`src/rtl/trap_sequencer.sv`:
```
// Trap/interrupt/mret sequencer in front of the machine-mode CSR file.
// Arbitrates one event in IDLE, then walks stall -> drain -> issue -> wait redirect -> release.
module trap_sequencer #(
    parameter int DRAIN_CYCLES = 2,
    parameter int TIMEOUT      = 16
) (
    input  logic         clk,
    input  logic         reset,
    input  logic [3:0]   exc_valid,
    input  logic [19:0]  exc_cause,
    input  logic [127:0] exc_pc,
    input  logic         irq_pending,
    input  logic         mret_req,
    input  logic [31:0]  retire_pc,
    input  logic         csr_redirect,
    output logic         stall,
    output logic         flush,
    output logic         trap_valid,
    output logic         irq_take,
    output logic         mret_take,
    output logic [31:0]  trap_cause,
    output logic [31:0]  trap_pc,
    output logic         seq_err,
    output logic [15:0]  trap_count,
    output logic         busy
);

    typedef enum logic [2:0] {
        S_IDLE,
        S_DRAIN,
        S_ISSUE,
        S_WAIT_ACK,
        S_RECOVER
    } state_t;

    typedef enum logic [1:0] {
        K_EXC,
        K_IRQ,
        K_MRET
    } kind_t;

    localparam logic [3:0] DRAIN_M1   = 4'((DRAIN_CYCLES == 0) ? 0 : DRAIN_CYCLES - 1);
    localparam logic [7:0] TIMEOUT_M1 = 8'(TIMEOUT - 1);
    localparam logic [31:0] IRQ_CAUSE = 32'h8000_000B;

    state_t       state_q, state_d;
    kind_t        kind_q, kind_d;
    logic [3:0]   drain_cnt_q, drain_cnt_d;
    logic [7:0]   tmo_cnt_q, tmo_cnt_d;
    logic [15:0]  trap_count_q, trap_count_d;
    logic [31:0]  trap_cause_q, trap_cause_d;
    logic [31:0]  trap_pc_q, trap_pc_d;
    logic         stall_q, stall_d;
    logic         busy_q, busy_d;
    logic         flush_q, flush_d;
    logic         trap_valid_q, trap_valid_d;
    logic         irq_take_q, irq_take_d;
    logic         mret_take_q, mret_take_d;
    logic         seq_err_q, seq_err_d;

    logic [4:0]   sel_cause;
    logic [31:0]  sel_pc;
    logic         capture;

    // Oldest stage wins: later loop iterations override earlier ones.
    always_comb begin
        sel_cause = 5'd0;
        sel_pc    = 32'd0;
        for (int i = 0; i < 4; i++) begin
            if (exc_valid[i]) begin
                sel_cause = exc_cause[5*i +: 5];
                sel_pc    = exc_pc[32*i +: 32];
            end
        end
    end

    always_comb begin
        state_d      = state_q;
        kind_d       = kind_q;
        drain_cnt_d  = drain_cnt_q;
        tmo_cnt_d    = tmo_cnt_q;
        trap_count_d = trap_count_q;
        trap_cause_d = trap_cause_q;
        trap_pc_d    = trap_pc_q;
        seq_err_d    = 1'b0;
        capture      = 1'b0;

        case (state_q)
            S_IDLE: begin
                if (|exc_valid) begin
                    capture      = 1'b1;
                    kind_d       = K_EXC;
                    trap_cause_d = {27'd0, sel_cause};
                    trap_pc_d    = sel_pc;
                end else if (irq_pending) begin
                    capture      = 1'b1;
                    kind_d       = K_IRQ;
                    trap_cause_d = IRQ_CAUSE;
                    trap_pc_d    = retire_pc;
                end else if (mret_req) begin
                    capture      = 1'b1;
                    kind_d       = K_MRET;
                    trap_pc_d    = retire_pc;
                end
                if (capture) begin
                    state_d     = (DRAIN_CYCLES == 0) ? S_ISSUE : S_DRAIN;
                    drain_cnt_d = DRAIN_M1;
                end
            end
            S_DRAIN: begin
                if (drain_cnt_q == 4'd0) begin
                    state_d = S_ISSUE;
                end else begin
                    drain_cnt_d = drain_cnt_q - 4'd1;
                end
            end
            S_ISSUE: begin
                tmo_cnt_d = 8'd0;
                state_d   = S_WAIT_ACK;
            end
            S_WAIT_ACK: begin
                if (csr_redirect) begin
                    state_d = S_RECOVER;
                end else if (tmo_cnt_q == TIMEOUT_M1) begin
                    seq_err_d = 1'b1;
                    state_d   = S_IDLE;
                end else begin
                    tmo_cnt_d = tmo_cnt_q + 8'd1;
                end
            end
            S_RECOVER: begin
                state_d = S_IDLE;
            end
            default: begin
                state_d = S_IDLE;
            end
        endcase

        // Count on entry to ISSUE so the value seen with the strobe includes this event.
        if (state_d == S_ISSUE && state_q != S_ISSUE && trap_count_q != 16'hFFFF) begin
            trap_count_d = trap_count_q + 16'd1;
        end

        stall_d      = (state_d != S_IDLE);
        busy_d       = (state_d != S_IDLE);
        flush_d      = (state_d == S_ISSUE);
        trap_valid_d = flush_d && (kind_d == K_EXC);
        irq_take_d   = flush_d && (kind_d == K_IRQ);
        mret_take_d  = flush_d && (kind_d == K_MRET);
    end

    always_ff @(posedge clk or posedge reset) begin
        if (reset) begin
            state_q      <= S_IDLE;
            kind_q       <= K_EXC;
            drain_cnt_q  <= 4'd0;
            tmo_cnt_q    <= 8'd0;
            trap_count_q <= 16'd0;
            trap_cause_q <= 32'd0;
            trap_pc_q    <= 32'd0;
            stall_q      <= 1'b0;
            busy_q       <= 1'b0;
            flush_q      <= 1'b0;
            trap_valid_q <= 1'b0;
            irq_take_q   <= 1'b0;
            mret_take_q  <= 1'b0;
            seq_err_q    <= 1'b0;
        end else begin
            state_q      <= state_d;
            kind_q       <= kind_d;
            drain_cnt_q  <= drain_cnt_d;
            tmo_cnt_q    <= tmo_cnt_d;
            trap_count_q <= trap_count_d;
            trap_cause_q <= trap_cause_d;
            trap_pc_q    <= trap_pc_d;
            stall_q      <= stall_d;
            busy_q       <= busy_d;
            flush_q      <= flush_d;
            trap_valid_q <= trap_valid_d;
            irq_take_q   <= irq_take_d;
            mret_take_q  <= mret_take_d;
            seq_err_q    <= seq_err_d;
        end
    end

    assign stall      = stall_q;
    assign busy       = busy_q;
    assign flush      = flush_q;
    assign trap_valid = trap_valid_q;
    assign irq_take   = irq_take_q;
    assign mret_take  = mret_take_q;
    assign trap_cause = trap_cause_q;
    assign trap_pc    = trap_pc_q;
    assign seq_err    = seq_err_q;
    assign trap_count = trap_count_q;

endmodule
```
`config.mk`:
```
export PLATFORM = sky130hd
export DESIGN_NAME = trap_sequencer
export DESIGN_NICKNAME = d
export VERILOG_FILES = /design/src/rtl/trap_sequencer.sv
export SDC_FILE = /design/constraint.sdc
export NUM_CORES = 1
export LEC_CHECK = 0
export ABC_CLOCK_PERIOD_IN_PS = 2250
export BUFFER_PORTS_ARGS = -buffer_cell sky130_fd_sc_hd__buf_2
export CORE_AREA = 3 3 102 128
export DETAILED_ROUTE_END_ITERATION = 8
export DIE_AREA = 0 0 105 131
export HOLD_SLACK_MARGIN = 0.05
export PLACE_DENSITY = 0.75
export SLEW_MARGIN = 20
export SYNTH_ARGS = -nofsm -noshare
export SYNTH_HDL_FRONTEND = slang
export SYNTH_SLANG_ARGS = --single-unit
```
`constraint.sdc`:
```
create_clock -name clk -period 2.25 [get_ports clk]
set_clock_uncertainty 0.2 [all_clocks]
set_input_delay 0.225 -clock clk [delete_from_list [all_inputs] [get_ports clk]]
set_output_delay 0.225 -clock clk [all_outputs]
set_load 0.01 [all_outputs]
```
=== After elaboration in Yosys (flattened, before gate mapping) ===
Index checks and enable logic that the tools add are counted.
W data, S select, Z words.

* Reductions and logical operators: 18
* Equality and inequality tests: 13
* Add/subtract/negate cells: 3
* Muxes and demuxes: 35

{| class="wikitable"
|+ Operators with widths
! cell !! number
|-
| $mux W32 || 9
|-
| $mux W5 || 4
|-
| $add A16 B1 Y16 const B || 1
|-
| $mux W8 || 2
|-
| $ne A16 B16 Y1 const B || 1
|-
| $pmux W8 S2 || 1
|-
| $mux W3 || 4
|-
| $pmux W3 S4 || 1
|-
| $eq A3 B2 Y1 const B || 3
|-
| $add A8 B1 Y8 const B || 1
|-
| $eq A8 B4 Y1 const B || 1
|-
| $mux W2 || 4
|-
| $mux W4 || 2
|-
| $ne A2 B2 Y1 const B || 4
|-
| $pmux W4 S2 || 1
|-
| $mux W1 || 7
|-
| $reduce_and A3 Y1 || 2
|-
| $reduce_bool A2 Y1 || 3
|-
| $reduce_bool A3 Y1 || 2
|-
| $logic_and A1 B1 Y1 || 5
|-
| $logic_not A4 Y1 || 1
|-
| $reduce_and A2 Y1 || 2
|-
| $reduce_or A4 Y1 || 1
|-
| $sub A4 B1 Y4 const B || 1
|-
| 6 further kinds || 6
|}

* Bits of input ports: 189
* Output and inout bits: 87
* Register bits: 103

=== Logic depth before layout (Yosys ltp) ===
Gate-level depths: netlist of the first run.

* Word-level depth: 9
* Mapped depth: 7
* Mapped depth without buffers: 7

=== Worst setup path before layout of the first run ===
OpenSTA, ideal clock, no wires.

* Kind: reg2reg
* From: reg trap_count_q[0] (netlist: trap_count[0])
* To: reg trap_count_q[1] (netlist: trap_count[1])
* Path buffers: 0
* Setup slack: 0.062 ns
* Required time: 1.925 ns
* Setup time: 0.125 ns
* Stages on the path, launching flop included: 6
* Arrival time: 1.863 ns
* Cells stage by stage: dfrtp_1 -> ha_1 -> nand2_1 -> or4_1 -> o21ai_1 -> mux2_2

* Cells in the longest elaborated chain, start to end: 2

{| class="wikitable"
|+ RTL lines
! item !! line !! source
|-
| start, declared || 50 || <nowiki>logic [15:0] trap_count_q, trap_count_d;</nowiki>
|-
| start signal, assigned || 173 || <nowiki>trap_count_q <= trap_count_d;</nowiki>
|-
| parallel branches: the longest is 2 deep, another holds $add A16 B1 Y16 || -- ||
|}

Several ways; the timed one is not identified.
A chain may end at the register's enable or synchronous reset.

=== Final worst setup path of the first run ===
Ends and elaborated chain as after synthesis.

==> results.toml, run 1 <==
[cts]
cts_setup_buffers = 0
htreeDepth = 3
clock_insertion_delay_worst_skew_ns = 0.34
cts_sinks = 77
cts_tree = "done"
cts_max_path_buffers = 2
path_clk_slew_ns = 0.06
root_buffer = "clkbuf_16"
cts_made_buffers = 9

[grt]
met3_usage_pct = 5.50
grt_busiest_layer = "met2"
grt_start_max_net_pins = 76
grt.met1_usage_pct = 28.8
use_met2_pct = 44.6
grt_antenna_before_repair = 0
grt_pass1_wl_mm = 27.1
grt.overflow.total = 0
grt_use_total_pct = 25.0
first_global_vias = 5541

[placed_design]
place.gp.congestion = 0.863
post-place-cells = 951
dp_hpwl_mm = 12.5
port_buffers = 249

[yosys]
synthFlopType = "dfrtp_1"
synth_top_area_share_pct = 40.5
yosys.area.top_type = "dfrtp_1"
ys_seq_area_share_pct = 40.5
synth_area_per_cell_um2 = 8.71
synth_cells = 547
async_flop_share_pct = 100
synth.cell_area_um2 = 4760
synth-warning-count = 0
synth.distinct_cells = 48
synth_most_common_cell = "dfrtp_1"
ys_ff_latch = 77
synth-edff-count = 0
synth_commonest_cells = "dfrtp_1, o21ai_0, nand2_1, inv_1, a21oi_1"
synth_area_leaders = "dfrtp_1, a221o_1, a221oi_1"

[sta]
worst_pin_slew_ns = 0.738
min_period_ns = 2.15
slew-limit-headroom_pct = 50.7
hold_violations = 0
setup_tns_ns = 0
setup_viol = 0
max_freq_mhz = 466
finalCritPeriodShare_pct = 95.4
maxSlewViolCount = 0

[worst_setup_path]
required_ns = 2.27
worstPathArrival_ns = 2.16
end_kind = "register"
r2r-start = "trap_count[0]"
rr_endpoint = "trap_count[1]"
crit_fanout = 4
cp-start-kind = "register"
crit_type = "reg -> reg"
worstSetupEndpoint = "trap_count[1]"
r2r_slack_ns = 0.10
rr_worst_depth = 5
worstSetupStartpoint = "trap_count[0]"

[power]
p_leak_nw = 3.64
finalPower_mw = 6.32
ir_drop_uv = 489
pwr_density_cell_nw_per_um2 = 880

[floorplanning]
fp.dieH_um = 131
coreArea_um2 = 12000
initial_core_util_pct = 39.5
pin_count = 276
die_w_um = 105
fp-row-count = 45
die-area_um2 = 13800

[run_status]
outcome = "finished, final reports clean"

[final_layout]
syn2layout_area_growth_pct = 50.9
final_nets = 1053
final_cells = 1028
diodes = 0
drive_above_1_share_pct = 36.2

[hold_path]
hp-class = "in -> reg"
hp-start = "exc_pc[112]"

[drt]
drc = 0
routed_wl_mm = 17.7
wl_per_cell_um = 17.3
initialDrtViolationCount = 245
firstDrtPassIters = 5
ant_nets = 0
routed_via_density = 5.40
num_vias = 5555

[run]
maxCapViolations = 0
[worst min-delay path by stage]
stage                     slack [ns]            end  cells past startpoint
after floorplan                 0.19  trap_cause[0]                      2
after global placement        0.0003    trap_pc[29]                      2
after detailed placement       0.005    trap_pc[29]                      2
after CTS                       0.06    trap_pc[16]                      3
after global routing            0.09    trap_pc[16]                      3
final                           0.06    trap_pc[16]                      3
[worst max-delay path, stage by stage (launching register included)]
cell,delay (ns)
dfrtp_1,0.39
ha_1,0.23
nand2_1,0.11
or4_1,0.57
o21ai_2,0.18
mux2_2,0.35
[layout by cell type, fill, tap and decap left out, drive strengths merged, types with 3 or more instances in the layout]
master,synthesis,layout
buf,32,282
dfrtp,77,77
o21ai,72,72
dlygate4sd3,0,62
nand2,51,51
inv,44,43
a21oi,43,43
a221oi,37,37
a221o,35,35
conb,1,26
nor2,19,19
nand3,11,11
xor2,10,10
nor4,10,10
clkbuf,35,9
xnor2,7,7
nand4,5,5
or4,5,5
o31ai,5,5
and3,4,4
mux2,4,4
or3,4,4
ha,4,4
nor2b,4,4
nor3,4,4
clkinv,0,4
o211ai,3,3
[registers in the layout, summed over array words and instances, names as in the netlist]
signal	count
tmo_cnt_q	8
trap_pc	32
trap_cause	6
seq_err	1
mret_take	1
drain_cnt_q	4
trap_count	16
trap_valid	1
flush	1
state_q	3
kind_q	2
busy	1
irq_take	1
[cell type report]
class                      count  area [um2]
fill                        1104        4860
multi-input combinational    384        2430
timing repair buffer         344        2160
sequential                    77        1930
clock buffer                   9         225
tap                          164         205
inverter                      44         169
clock inverter                 6        65.1
[power breakdown]
part / leakage (nW) / total, mW / switching (mW) / internal [mW]
sequential: 0.986 / 2.20 / 0.324 / 1.87
combinational: 2.51 / 2.70 / 1.53 / 1.17
clock: 0.141 / 1.42 / 0.567 / 0.852
total: 3.64 / 6.32 / 2.42 / 3.90
[stage by stage]
| stage | hold slack (ns) | utilization (%) | instance area, um2 | worst slack (ns) |
|---|---|---|---|---|
| floorplan | 0.194 | - | 4860 | 0.0623 |
| global placement | 0.000307 | 52.0 | 6270 | 0.0845 |
| detailed placement | 0.00478 | 52.0 | 6270 | 0.0874 |
| CTS | 0.0647 | 59.6 | 7180 | 0.0716 |
| global route | 0.0883 | 59.6 | 7180 | -0.00349 |
| finish | 0.0588 | 59.6 | 7180 | 0.104 |
[layer usage]
layer,wire length (um),up-vias
met5,0,-
met4,600,0
met3,1530,52
met2,9150,313
met1,6460,2593
li1,-,2597
[repair_timing]
item | in CTS | in global routing
endpoints found under the setup margin | 0 | 1
endpoints found under the hold margin | 114 | 0
hold buffers | 62 | 0
gates resized for setup | 0 | 1
[cell families (layout without fill, tap and decap cells)]
family                   Yosys count  after routing  share of synthesized area (%)
AO/OA/AOI/OAI                    204            204                           29.8
XOR/XNOR                          17             17                           3.13
adder cells (fa/ha/maj)            4              4                           1.05
buffers and inverters            111            403                           11.0
flip-flops                        77             77                           40.5
multiplexers                       6              6                           1.37
other                              1             26                         0.0787
AND/OR/NAND/NOR                  127            127                           13.2
No activity file was read; power rests on OpenSTA's default activity.
==> inputs of run 2 (changes only) <==
--- a/config.mk
+++ b/config.mk
@@ -7,11 +7,13 @@
 export LEC_CHECK = 0
 export ABC_CLOCK_PERIOD_IN_PS = 2250
 export BUFFER_PORTS_ARGS = -buffer_cell sky130_fd_sc_hd__buf_2
-export CORE_AREA = 3 3 102 128
+export CELL_PAD_IN_SITES_DETAIL_PLACEMENT = 1
+export CELL_PAD_IN_SITES_GLOBAL_PLACEMENT = 2
+export CORE_AREA = 3 3 139 175
 export DETAILED_ROUTE_END_ITERATION = 8
-export DIE_AREA = 0 0 105 131
+export DIE_AREA = 0 0 142 178
 export HOLD_SLACK_MARGIN = 0.05
-export PLACE_DENSITY = 0.75
+export PLACE_DENSITY = 0.74
 export SLEW_MARGIN = 20
 export SYNTH_ARGS = -nofsm -noshare
 export SYNTH_HDL_FRONTEND = slang
==> results.toml, run 2 (synthesized netlist as in run 1, its figures left out) <==
[drt]
routed_wl_mm = 20.8
ant_nets = 0
num_vias = 5525
routed_via_density = 4.75
wl_per_cell_um = 17.9
initialDrtViolationCount = 173
drc = 0
firstDrtPassIters = 4

[power]
p_switching_mw = 2.58
pwr-share-clk_pct = 24.1
intPower_mw = 4.12
pwr_density_cell_nw_per_um2 = 895
p_sw_share_pct = 38.5
ir_drop_uv = 326
combPwrFrac_pct = 43.1
p_leak_nw = 3.70
power_frac_seq_pct = 32.8

[sta]
maxSlewViolCount = 0
worst_slack_ns = 0.123
setup_tns_ns = 0
hold_violations = 0
setup_viol = 0
slew-limit-headroom_pct = 58.5
rsz0062_at_grt = "no"
finalCritPeriodShare_pct = 94.5
max_freq_mhz = 470
worst_pin_slew_ns = 0.617
min_period_ns = 2.13

[grt]
grt_antenna_before_repair = 2
grt_use_total_pct = 16.3
grt_start_max_net_pins = 76
grt_pass1_wl_mm = 32.1
grt.overflow.total = 0
first_global_vias = 5911

[cts]
cts_tree = "done"
path_clk_slew_ns = 0.07
clock_insertion_delay_worst_skew_ns = 0.34
root_buffer = "clkbuf_16"
cts_setup_buffers = 0
cts_max_path_buffers = 2
cts_made_buffers = 9
cts_sinks = 77
htreeDepth = 3

[final_layout]
largest_reg_flops = 32
syn2layout_area_growth_pct = 57.1
final_common_cell = "buf_2"
final_nets = 1060
final_area_um2 = 7480
fin_util_pct = 32.7
layout_common_cells = "buf_2, dfrtp_1, dlygate4sd3_1, o21ai_0, nand2_1"
fillCellCount = 2750
drive_above_1_share_pct = 36.4

[floorplanning]
fp-row-count = 62
pin_count = 276
coreArea_um2 = 22900
die-area_um2 = 25300
die_w_um = 142
fp.dieH_um = 178
initial_core_util_pct = 20.8

[worst_setup_path]
end_kind = "register"
crit_type = "reg -> reg"
rr_worst_depth = 5
cp-start-kind = "register"
crit_fanout = 4
r2r_slack_ns = 0.12
required_ns = 2.28
r2r-start = "trap_count[0]"
rr_endpoint = "trap_count[1]"
worstPathArrival_ns = 2.15

[placed_design]
pre_cts_ws_ns = 0.0255
place_area_um2 = 6490
dp_hpwl_mm = 15.8
port_buffers = 249
place.gp.congestion = 0.755

[run_status]
outcome = "finished, final reports clean"

[hold_path]
hp-class = "in -> reg"
hp-start = "exc_pc[121]"
min_path_cells = 3
holdPathEnd = "trap_pc[25]"

[run]
maxCapViolations = 0
run 2: worst max-delay path by stage:
stage                           to  cells after the start  slack (ns)     startpoint
CTS                  trap_count[1]                      5        0.11  trap_count[0]
global route         trap_count[1]                      5        0.01  trap_count[0]
floorplan            trap_count[1]                      5        0.06  trap_count[0]
finish               trap_count[1]                      5        0.12  trap_count[0]
global placement          irq_take                      6        0.06   exc_valid[1]
detailed placement  drain_cnt_q[1]                      6        0.03   exc_valid[1]
run 2: layout make-up:
cell class | count | area, um2 | area share, %
Timing Repair Buffer | 351 | 2260 | 30.3
Tap cell | 288 | 360 | 4.82
Sequential cell | 77 | 1930 | 25.8
Inverter | 44 | 169 | 2.26
Clock buffer | 10 | 229 | 3.06
Antenna cell | 2 | 5.00 | 0.0669
Clock inverter | 6 | 93.8 | 1.25
Multi-Input combinational cell | 384 | 2430 | 32.5
run 2: through the flow:
step	power (mW)	hold slack, ns	instances
final	6.70	0.0677	1162
after detailed placement	5.08	0.146	1078
after global routing	7.26	0.0674	1162
after CTS	6.84	0.0530	1160
after floorplan	3.71	0.194	572
after global placement	4.99	0.142	1078
run 2: metal layers:
metal  track usage [%]  share of wire (%)  up-vias
li1                  -                  -     2611
met1              18.7                 39     2688
met2              29.5                 54      201
met3              3.33                5.4       25
met4              6.00                1.9        0
met5                 0                  0        -
run 2: what timing repair did:
action,CTS,global route
hold buffers,66,0
gates resized for setup,0,1
hold endpoints to repair,114,0
endpoints found under the setup margin,0,4
run 2: worst max-delay path, stage by stage (launching register included):
cell and delay [ns]:
dfrtp_1 0.40, ha_1 0.19, nand2_1 0.07, or4_1 0.56, o21ai_1 0.23, mux2_2 0.36
run 2: power groups by stage:
| stage | clock network (mW) | logic (mW) | registers [mW] |
|---|---|---|---|
| floorplan | 0 | 1.36 | 2.35 |
| global placement | 0 | 2.78 | 2.20 |
| detailed placement | 0 | 2.85 | 2.23 |
| CTS | 1.68 | 2.95 | 2.21 |
| global route | 1.74 | 3.24 | 2.27 |
| finish | 1.61 | 2.89 | 2.20 |
==> inputs of run 3 (changes only) <==
--- a/config.mk
+++ b/config.mk
@@ -9,9 +9,9 @@
 export BUFFER_PORTS_ARGS = -buffer_cell sky130_fd_sc_hd__buf_2
 export CELL_PAD_IN_SITES_DETAIL_PLACEMENT = 1
 export CELL_PAD_IN_SITES_GLOBAL_PLACEMENT = 2
-export CORE_AREA = 3 3 139 175
+export CORE_AREA = 3 3 155 157
 export DETAILED_ROUTE_END_ITERATION = 8
-export DIE_AREA = 0 0 142 178
+export DIE_AREA = 0 0 158 160
 export HOLD_SLACK_MARGIN = 0.05
 export PLACE_DENSITY = 0.74
 export SLEW_MARGIN = 20
==> results.toml, run 3 (synthesized netlist as in run 1, its figures left out) <==
[cts]
cts_setup_buffers = 0
clock_insertion_delay_worst_skew_ns = 0.34
root_buffer = "clkbuf_16"
htreeDepth = 3
path_clk_slew_ns = 0.06
cts_tree = "done"
cts_made_buffers = 9
cts_sinks = 77
cts_max_path_buffers = 2

[floorplanning]
die-area_um2 = 25300
die_w_um = 158
pin_count = 276
initial_core_util_pct = 21.0
fp.dieH_um = 160
fp-row-count = 55
coreArea_um2 = 22600

[drt]
drc = 0
wl_per_cell_um = 17.3
ant_nets = 0
firstDrtPassIters = 4
routed_wl_mm = 20.1
initialDrtViolationCount = 198
routed_via_density = 4.69
num_vias = 5461

[worst_setup_path]
end_kind = "register"
required_ns = 2.27
path_cells = "ha_1, nand2_1, or4_1, o21ai_1, mux2_2"
cp-start-kind = "register"
worst_path_largest_cell_delay_ns = 0.56
crit_fanout = 2
worstPathArrival_ns = 2.10
slowest_stage = "or4_1"
r2r_slack_ns = 0.18
crit_type = "reg -> reg"

[hold_path]
hp-class = "in -> reg"

[sta]
max_freq_mhz = 482
worst_pin_slew_ns = 0.571
slew-limit-headroom_pct = 62.0
setup_viol = 0
setup_tns_ns = 0
rsz0062_at_grt = "no"
finalCritPeriodShare_pct = 92.1
min_period_ns = 2.07
hold_violations = 0
maxSlewViolCount = 0

[grt]
grt.overflow.total = 0
grt_use_total_pct = 15.9
grt_start_max_net_pins = 78
grt_pass1_wl_mm = 31.7
first_global_vias = 5864
grt_antenna_before_repair = 1

[final_layout]
drive_above_1_share_pct = 36.7
syn2layout_area_growth_pct = 57.0
layout_common_cells = "buf_2, dfrtp_1, dlygate4sd3_1, o21ai_0, nand2_1"
largest_reg_flops = 32
final_cells = 1164
diodes = 0
final_nets = 1067
fin_util_pct = 33.0
final_common_cell = "buf_2"

[placed_design]
dp_hpwl_mm = 15.6
post-place-cells = 1081
place.gp.congestion = 0.770
port_buffers = 249

[power]
p_leak_nw = 3.71
pwr_density_cell_nw_per_um2 = 880
ir_drop_uv = 244
finalPower_mw = 6.58

[run_status]
outcome = "finished, final reports clean"

[run]
maxCapViolations = 0
==> run 3: cell count changes in the layout (fill, tap and decap cells not counted), sizes merged <==
cell | before | now
dlygate4sd3 | 66 | 67
buf | 285 | 291
diode | 2 | 0
clkinv | 1 | 2
bufinv | 2 | 1
==> run 3: critical path, delay by kind of cell (launching register included) <==
kind / cells / cell delay, ns
AND/OR/NAND/NOR: 2 / 0.63
multiplexers: 1 / 0.36
adder cells (fa/ha/maj): 1 / 0.17
AO/OA/AOI/OAI: 1 / 0.23
flip-flops: 1 / 0.37
==> run 3: worst paths after layout <==
path / start / depth (start not counted) / to
setup / recovery: trap_count[0] / 5 / trap_count[1]
hold / removal: irq_pending / 3 / trap_cause[31]
setup reg to reg: trap_count[0] / 5 / trap_count[1]
hold reg to reg: trap_pc[28] / 2 / trap_pc[28]
max in group asynchronous: reset / 4 / tmo_cnt_q[1]
min in group asynchronous: reset / 4 / trap_count[6]
==> run 3: power breakdown <==
part           switching (mW)  internal, mW
Sequential              0.309          1.87
Clock                   0.620         0.872
Combinational            1.62          1.29
Total                    2.55          4.03
==> run 3: area by class of cell <==
cell class	instances	area [um2]
fill	2726	15200
sequential	77	1930
inverter	44	169
clock inverter	6	71.3
timing repair buffer	358	2290
clock buffer	10	229
tap	285	357
multi-input combinational	384	2430
==> run 3: timing repair <==
item | 4_1_cts | 5_1_grt
hold buffers | 67 | 0
gates resized for setup | 0 | 2
endpoints found under the hold margin | 114 | 0
endpoints found under the setup margin | 0 | 5
==> run 3: layer usage <==
metal	wire [um]	GRT usage (%)	up-vias	part of all wire (%)
li1	-	-	2627	-
met1	8260	19.4	2613	41
met2	10400	27.9	190	51
met3	1060	2.74	29	5.3
met4	434	5.40	2	2.2
met5	7	0	-	0.035
==> run 3: per-stage QoR <==
stage | instance area (um2) | hold slack, ns | setup slack (ns)
after floorplan | 4860 | 0.194 | 0.0623
after global placement | 6500 | 0.191 | 0.0578
after detailed placement | 6500 | 0.192 | 0.0269
after CTS | 7470 | 0.0505 | 0.143
after global routing | 7480 | 0.0906 | 0.109
final | 7480 | 0.0737 | 0.177
